File: config.mk
export PLATFORM = sky130hd
export DESIGN_NAME = pc_sequencer
export DESIGN_NICKNAME = d
export VERILOG_FILES = /design/src/rtl/pc_sequencer.sv
export SDC_FILE = /design/constraint.sdc
export NUM_CORES = 1
export LEC_CHECK = 0
export ABC_AREA = 1
export CORE_MARGIN = 2
export CORE_UTILIZATION = 28
export CTS_CLUSTER_DIAMETER = 200
export DETAILED_ROUTE_END_ITERATION = 10
export PLACE_DENSITY = 0.52
export SYNTH_ARGS = -nofsm -noshare
export SYNTH_HDL_FRONTEND = slang
export SYNTH_SLANG_ARGS = --single-unit
export TNS_END_PERCENT = 100
File: constraint.sdc
create_clock -name clk -period 2.1 [get_ports clk]
set_input_delay 0.42 -clock clk [delete_from_list [all_inputs] [get_ports clk]]
set_output_delay 0.42 -clock clk [all_outputs]
set_load 0.005 [all_outputs]
File: src/rtl/pc_sequencer.sv
// pc_sequencer
// Next-PC controller for the IF stage of the 5-stage MIPS pipeline. It drives
// the D/CE inputs of the external 32-bit PC register and reads its Q back.
// It selects between sequential, branch/jump, exception-vector and ERET
// targets, parks a branch redirect that arrives while fetch cannot advance,
// and holds the PC for a short boot window after reset.
//
// Ports:
//   clk, rst          clock, synchronous active-high reset
//   pc_q              current PC from the PC register
//   pc_d, pc_ce       next PC and write enable for the PC register
//   stall             IF/ID stall from the hazard unit
//   imem_ready        instruction memory has acknowledged the current fetch
//   br_valid/target   taken branch/jump from ID (1-cycle pulse)
//   exc_req           exception taken in MEM (1-cycle pulse)
//   eret, epc         ERET committed and the EPC to return to
//   if_flush          kill the instruction held in IF/ID
//   fetch_valid       IF instruction is valid this cycle
//   fetch_adel        registered misaligned-fetch flag
//   busy_boot         sequencer is still in its boot hold
module pc_sequencer #(
    parameter logic [31:0] RESET_VEC   = 32'hBFC00000,
    parameter logic [31:0] EXC_VEC     = 32'hBFC00380,
    parameter int          BOOT_CYCLES = 2
) (
    input  logic        clk,
    input  logic        rst,
    input  logic [31:0] pc_q,
    output logic [31:0] pc_d,
    output logic        pc_ce,
    input  logic        stall,
    input  logic        imem_ready,
    input  logic        br_valid,
    input  logic [31:0] br_target,
    input  logic        exc_req,
    input  logic        eret,
    input  logic [31:0] epc,
    output logic        if_flush,
    output logic        fetch_valid,
    output logic        fetch_adel,
    output logic        busy_boot
);

    localparam int CW = (BOOT_CYCLES > 1) ? $clog2(BOOT_CYCLES) : 1;
    localparam logic [CW-1:0] CNT_LAST = CW'(BOOT_CYCLES - 1);

    typedef enum logic [1:0] {
        BOOT = 2'd0,
        RUN  = 2'd1,
        PEND = 2'd2
    } state_t;

    state_t        state, next_state;
    logic [CW-1:0] boot_cnt, next_cnt;
    logic [31:0]   pend_target, next_pend;
    logic          advance;

    // Fetch may only move on when the hazard unit is not stalling and the
    // instruction memory has delivered the current word.
    assign advance = !stall && imem_ready;

    // State, boot counter, parked redirect and the misaligned-fetch flag.
    // The flag follows the alignment of every PC write, so an exception
    // (which always writes the aligned vector) clears it as well.
    always_ff @(posedge clk) begin
        if (rst) begin
            state       <= BOOT;
            boot_cnt    <= '0;
            pend_target <= '0;
            fetch_adel  <= 1'b0;
        end else begin
            state       <= next_state;
            boot_cnt    <= next_cnt;
            pend_target <= next_pend;
            if (pc_ce) begin
                fetch_adel <= |pc_d[1:0];
            end
        end
    end

    // Next-PC selection and state transitions. Exceptions and ERET write the
    // PC even when fetch is stalled, since they must redirect immediately;
    // a branch that cannot be taken yet is parked in PEND. A branch does not
    // flush IF because its delay-slot instruction is already being fetched.
    always_comb begin
        next_state = state;
        next_cnt   = boot_cnt;
        next_pend  = pend_target;
        pc_d       = pc_q;
        pc_ce      = 1'b0;
        if_flush   = 1'b0;

        if (rst) begin
            pc_d = RESET_VEC;
        end else begin
            case (state)
                BOOT: begin
                    if (boot_cnt == CNT_LAST) begin
                        next_state = RUN;
                    end else begin
                        next_cnt = boot_cnt + 1'b1;
                    end
                end
                RUN, PEND: begin
                    if (exc_req) begin
                        pc_d       = EXC_VEC;
                        pc_ce      = 1'b1;
                        if_flush   = 1'b1;
                        next_pend  = '0;
                        next_state = RUN;
                    end else if (eret) begin
                        pc_d       = epc;
                        pc_ce      = 1'b1;
                        if_flush   = 1'b1;
                        next_pend  = '0;
                        next_state = RUN;
                    end else if (state == PEND && advance) begin
                        pc_d       = pend_target;
                        pc_ce      = 1'b1;
                        next_state = RUN;
                    end else if (br_valid && advance) begin
                        pc_d       = br_target;
                        pc_ce      = 1'b1;
                        next_state = RUN;
                    end else if (br_valid) begin
                        next_pend  = br_target;
                        next_state = PEND;
                    end else if (advance) begin
                        pc_d  = pc_q + 32'd4;
                        pc_ce = 1'b1;
                    end
                end
                default: begin
                    next_state = BOOT;
                    next_cnt   = '0;
                end
            endcase
        end
    end

    assign busy_boot   = rst || (state == BOOT);
    assign fetch_valid = !rst && (state != BOOT) && imem_ready && !if_flush;

endmodule

======== Yosys cells after proc, flatten, opt, wreduce, memory -nomap -nowiden ========
Cells that the tools add are included.
W data, S select, Z words.
word-level totals
  register bits after elaboration ......... 36
  bits of input ports ..................... 103
cells by class
  add/subtract/negate cells ............... 2
  equal/unequal tests ..................... 6
  multiplexer cells ....................... 34
  reductions and logical operators ........ 17
operator list
  kind                     number
  $mux W32                 13
  $add A32 B3 Y32 const B  1
  $mux W1                  13
  $mux W2                  6
  $logic_and A1 B1 Y1      6
  $ne A3 B3 Y1 const B     2
  $ne A6 B6 Y1 const B     1
  $pmux W2 S2              1
  $reduce_and A4 Y1        1
  $reduce_or A2 Y1         2
  $logic_not A1 Y1         3
  $reduce_bool A3 Y1       1
  $eq A2 B1 Y1 const B     1
  $eq A2 B2 Y1 const B     1
  $logic_not A2 Y1         1
  $ne A2 B2 Y1 const B     1
  $pmux W1 S2              1
  $reduce_and A2 Y1        1
  $reduce_bool A2 Y1       1
  $add A1 B1 Y1 const B    1
  $logic_or A1 B1 Y1       1

======== Logic depth before layout (Yosys ltp) ========
  word-level depth ........................ 11
  gate-level depth with buffers ........... 14
  mapped depth without buffers ............ 14

======== Least setup slack after synthesis ========
Ideal clock, no wire load.
  path type ............................... reg-to-output
  from .................................... register state[1]
  to ...................................... output port pc_d[20]
  arrival ................................. 1.501 ns
  required time ........................... 1.680 ns
  path slack .............................. 0.179 ns
  stages on the path, launching flop included .. 7
  cell sequence ........................... dfxtp_1 inv_1 ha_1 clkbuf_1 clkbuf_1 o21ai_0 a21oi_2
between the ends
  longest elaborated chain between the ends .. 7
  elaborated cells between the ends (all ways) .. 9
RTL lines
  item                    RTL line  text
  from (decl)             53        state_t state, next_state;
  from (signal assigned)  72        state <= next_state;
  $eq A2 B2 Y1            96, 117
  $logic_and A1 B1 Y1     117       end else if (state == PEND && advance) begin
  $mux W32                117
  $mux W32                111       end else if (eret) begin
  $mux W32                105       if (exc_req) begin
  $mux W32 *              96        case (state)
  $mux W32 *              93        if (rst) begin
  to (decl)               29        output logic [31:0] pc_d,
Every way passes the cells marked *; elsewhere a longest branch is shown, timed or not.

======== Worst setup path in the final report ========
  from .................................... input port pc_q[3]
  to ...................................... output port pc_d[21]
between the ends
  longest elaborated chain between the ends .. 9
RTL lines
  item             RTL line  text
  from (decl)      28        input logic [31:0] pc_q,
  $add A32 B3 Y32  129       pc_d = pc_q + 32'd4;
  $mux W32         128       end else if (advance) begin
  $mux W32         125       end else if (br_valid) begin
  $mux W32         121       end else if (br_valid && advance) begin
  $mux W32         117
  $mux W32         111
  $mux W32         105
  $mux W32         96
  $mux W32         93
Every way passes these cells.

==> key figures <==
Critical path
  • R2R Setup Slk: 0.19 ns
  • R2r startpoint: state[0]$_SDFFE_PP0P_
  • Max FO, Critical Path: 4
  • FF-to-FF path depth: 15
  • Startpoint types: input pin
  • Crit. End Element: output pin
  • Critical Path RT: 1.68 ns
  • CP Data Arrival Time: 1.95 ns
  • Path type of the worst setup path: input pin to output pin
  • Reg-to-reg critical path endpoint: fetch_adel$_SDFFE_PP0P_

Pwr
  • Leakage dissipation: 3.69 nW
  • Total power: 4.08 mW
  • Seq pwr share: 0.196
  • Sw Ratio: 0.414
  • Peak VDD IR: 0.587 mV
  • Pint: 2.39 mW
  • Combinational Power Share: 0.632
  • PwrDens: 507 nW/µm²
  • P_sw: 1.69 mW
  • Clock share of power: 0.172

Clocking
  • Worst skew pair latency: 0.28 ns
  • Post-CTS Hold Buffers: 0
  • Clock buffer depth: 2
  • Cts bufs inserted: 5
  • Clk sinks: 36
  • Clk root buf: clkbuf_16
  • Worst-path clk slew: 0.05 ns
  • CTS tree: built
  • Htree depth: 2

Floorplan
  • Ports: 140
  • Die Span X: 123 µm
  • Die Area: 15200 µm²
  • Core area: 13900 µm²
  • Initial Utilization: 0.286
  • Site Rows: 43
  • Die Height: 123 µm

Place
  • Dpl cell area: 6540 µm²
  • Placement Setup Slack: -1.11 ns
  • RD Place Congestion: 0.961
  • PortBufs: 139
  • DP Wirelength: 15.0 mm
  • Placed instance count: 1155

Timing
  • Worst slew pin tran: 0.285 ns
  • Minimum hold slack: 0.464 ns
  • Period minus WS final: 2.37 ns
  • Maximum clock frequency: 422 MHz
  • RSZ-0062 raised after global routing: true
  • Slew Limit Fails: 0
  • Crit share post-route: 1.13
  • Final setup violation count: 30
  • Clk_skew: 0.00415 ns
  • Worst Slack Setup Final: -0.269 ns
  • Final hold vios: 0
  • Worst rel slew slack: 0.808
  • Setup TNS: -4.27 ns

Layout
  • Number of diodes: 0
  • Fill cells: 1382
  • Utilization after layout: 0.580
  • Layout cell share with drive strength beyond 1: 0.434
  • Fin cells: 1216
  • Area occupied by multi-input gates: 3730 µm²
  • Area grow syn2layout: 103%
  • Nets: 1143
  • Final Cell Area: 8050 µm²
  • Register area: 726 µm²

GRT
  • Total Routing Usage GR: 0.267
  • Largest net degree at the start of global routing: 40
  • Total gr overflow: 0
  • Vias in the first global route: 5877
  • First-pass GRT wire length: 31.5 mm
  • Initial antenna violation count: 1

Detailed routing
  • Initial DRC count: 476
  • Count of TritonRoute iterations in the first routing pass: 5
  • Number of antenna-violating nets in the routed design: 0
  • Wire length on met3: 1.43 mm
  • Vias per inst: 5.02
  • Per-cell routed wire length: 17.0 µm
  • Wire length on met2: 9.60 mm
  • Vias after detailed routing: 6107
  • Final WL: 20.6 mm
  • Top layer in use: met5
  • DR DRC count: 0
  • Wl on met1: 9.19 mm

Worst hold path
  • Worst Hold End: pend_target[30]$_SDFFE_PP0P_
  • Min-Delay Path Depth: 2
  • Worst Hold Launch: pend_target[30]$_SDFFE_PP0P_
  • Hold crit path type: flip-flop to flip-flop

Synth
  • Number of synthesized flops with an enable pin: 0
  • Syn_nets: 855
  • Area of the mapped netlist: 3980 µm²
  • Synth Warn #: 0
  • Synth cell types: 36
  • Ys flop type: dfxtp_1
  • Share of the yosys chip area belonging to registers: 0.181
  • Synth top area cells: nand2_1, dfxtp_1, nand3_1
  • Synth top cells by count: nand2_1, nor2_1, nand3_1
  • Top-count cell post-synth: nand2_1
  • Avg Cell Area, Syn: 5.31 µm²
  • FFs w/ async S/R, synth: 0
  • Synthesized flop and latch total: 36
  • Top cell type by total area after synthesis: nand2_1
  • Mapped Cells: 748
  • Share of Yosys cell area claimed by the top area cell type: 0.240

Flow run
  • Maxcap violations: 0

Status
  • Failing checks: setup timing
  • Result of the run: complete, but fails checks
-- critical path, stage by stage --
cell     delay [ns]
buf_8          0.08
buf_6          0.10
nand2_4        0.05
nor2_4         0.18
nand2_8        0.09
nor2_4         0.20
buf_6          0.13
nand3_2        0.06
nand2_2        0.07
nand2_2        0.05
nand2_1        0.07
nand2_1        0.05
nand2_1        0.06
nand2_1        0.06
a21oi_2        0.14
buf_2          0.13
-- repair_timing --
item,4_1_cts,5_1_grt
cloned,3,2
gates resized for setup,438,121
pin swaps,101,89
buffers inserted,44,12
endpoints found under the setup margin,59,36
-- logic make-up (layout without fill, tap and decap cells) --
group / count (synthesis) / in the layout / synth area share
DFF: 36 / 36 / 0.181
buffers and inverters: 94 / 382 / 0.0973
adders and majority gates: 4 / 4 / 0.0126
AOI/OAI and AO/OA: 143 / 143 / 0.196
xor gates and xnor gates: 2 / 2 / 0.00441
and+or+nand+nor: 469 / 469 / 0.508
-- state kept, by name, indices dropped and copies added, names as in the netlist --
name / flops
boot_cnt: 1
fetch_adel: 1
pend_target: 32
state: 2
-- power groups by stage --
stage / logic, mW / registers [mW] / clock network, mW
6_report: 2.58 / 0.799 / 0.703
5_1_grt: 2.78 / 0.805 / 0.742
4_1_cts: 2.50 / 0.795 / 0.726
3_5_place_dp: 2.29 / 0.803 / 0
3_3_place_gp: 2.29 / 0.799 / 0
2_1_floorplan: 0.979 / 0.793 / 0
-- how the worst max path moves through the flow --
stage / startpoint / endpoint / slack [ns] / depth (start not counted)
after floorplan: state[1]$_SDFFE_PP0P_ / pc_d[20] / 0.18 / 6
after detailed placement: pc_q[14] / pc_d[24] / -1.11 / 10
after global routing: pc_q[3] / pc_d[21] / -0.36 / 16
final: pc_q[3] / pc_d[21] / -0.27 / 16
after global placement: pc_q[14] / pc_d[24] / -1.10 / 10
after CTS: pc_q[3] / pc_d[21] / -0.25 / 16
-- area by class of cell --
type / count / area share
Tap cell: 180 / 0.0280
Clock inverter: 1 / 0.000622
Multi-Input combinational cell: 618 / 0.463
Clock buffer: 6 / 0.0160
Timing Repair Buffer: 323 / 0.374
Inverter: 52 / 0.0280
Sequential cell: 36 / 0.0901
-- metal layers --
layer  up-vias  GRT usage
met3        29     0.0332
met5         -          0
met4         2     0.0668
li1       3009          -
met2       207      0.423
met1      2860      0.383
-- cells in the final DEF (no fill, tap or decap), types with 2 or more instances in the layout --
cell type | netlist | routed
nand2_8 | 0 | 4
o21ai_0 | 36 | 26
nand4_1 | 9 | 9
buf_8 | 0 | 8
nor2_1 | 89 | 58
clkbuf_16 | 0 | 7
nand3_4 | 0 | 3
nor3_2 | 0 | 4
o21bai_1 | 6 | 6
buf_6 | 0 | 37
dfxtp_1 | 36 | 34
nand2_2 | 10 | 48
nand3_1 | 84 | 54
or2_4 | 0 | 2
a21oi_2 | 3 | 20
o211ai_1 | 6 | 6
nand2_1 | 254 | 198
ha_4 | 0 | 3
nand3_2 | 0 | 27
o21ai_1 | 4 | 8
clkdlybuf4s50_1 | 0 | 69
buf_2 | 19 | 43
a21oi_1 | 81 | 64
clkdlybuf4s15_2 | 0 | 4
clkbuf_2 | 0 | 5
nor2_2 | 5 | 9
buf_4 | 2 | 124
o21ai_2 | 0 | 5
nand2_4 | 2 | 16
inv_2 | 4 | 11
clkdlybuf4s15_1 | 0 | 3
inv_1 | 46 | 36
nor2_4 | 6 | 33
dlygate4sd2_1 | 0 | 7
inv_4 | 1 | 2
buf_12 | 0 | 20
a21o_1 | 2 | 2
No activity file was read; power rests on OpenSTA's default activity.
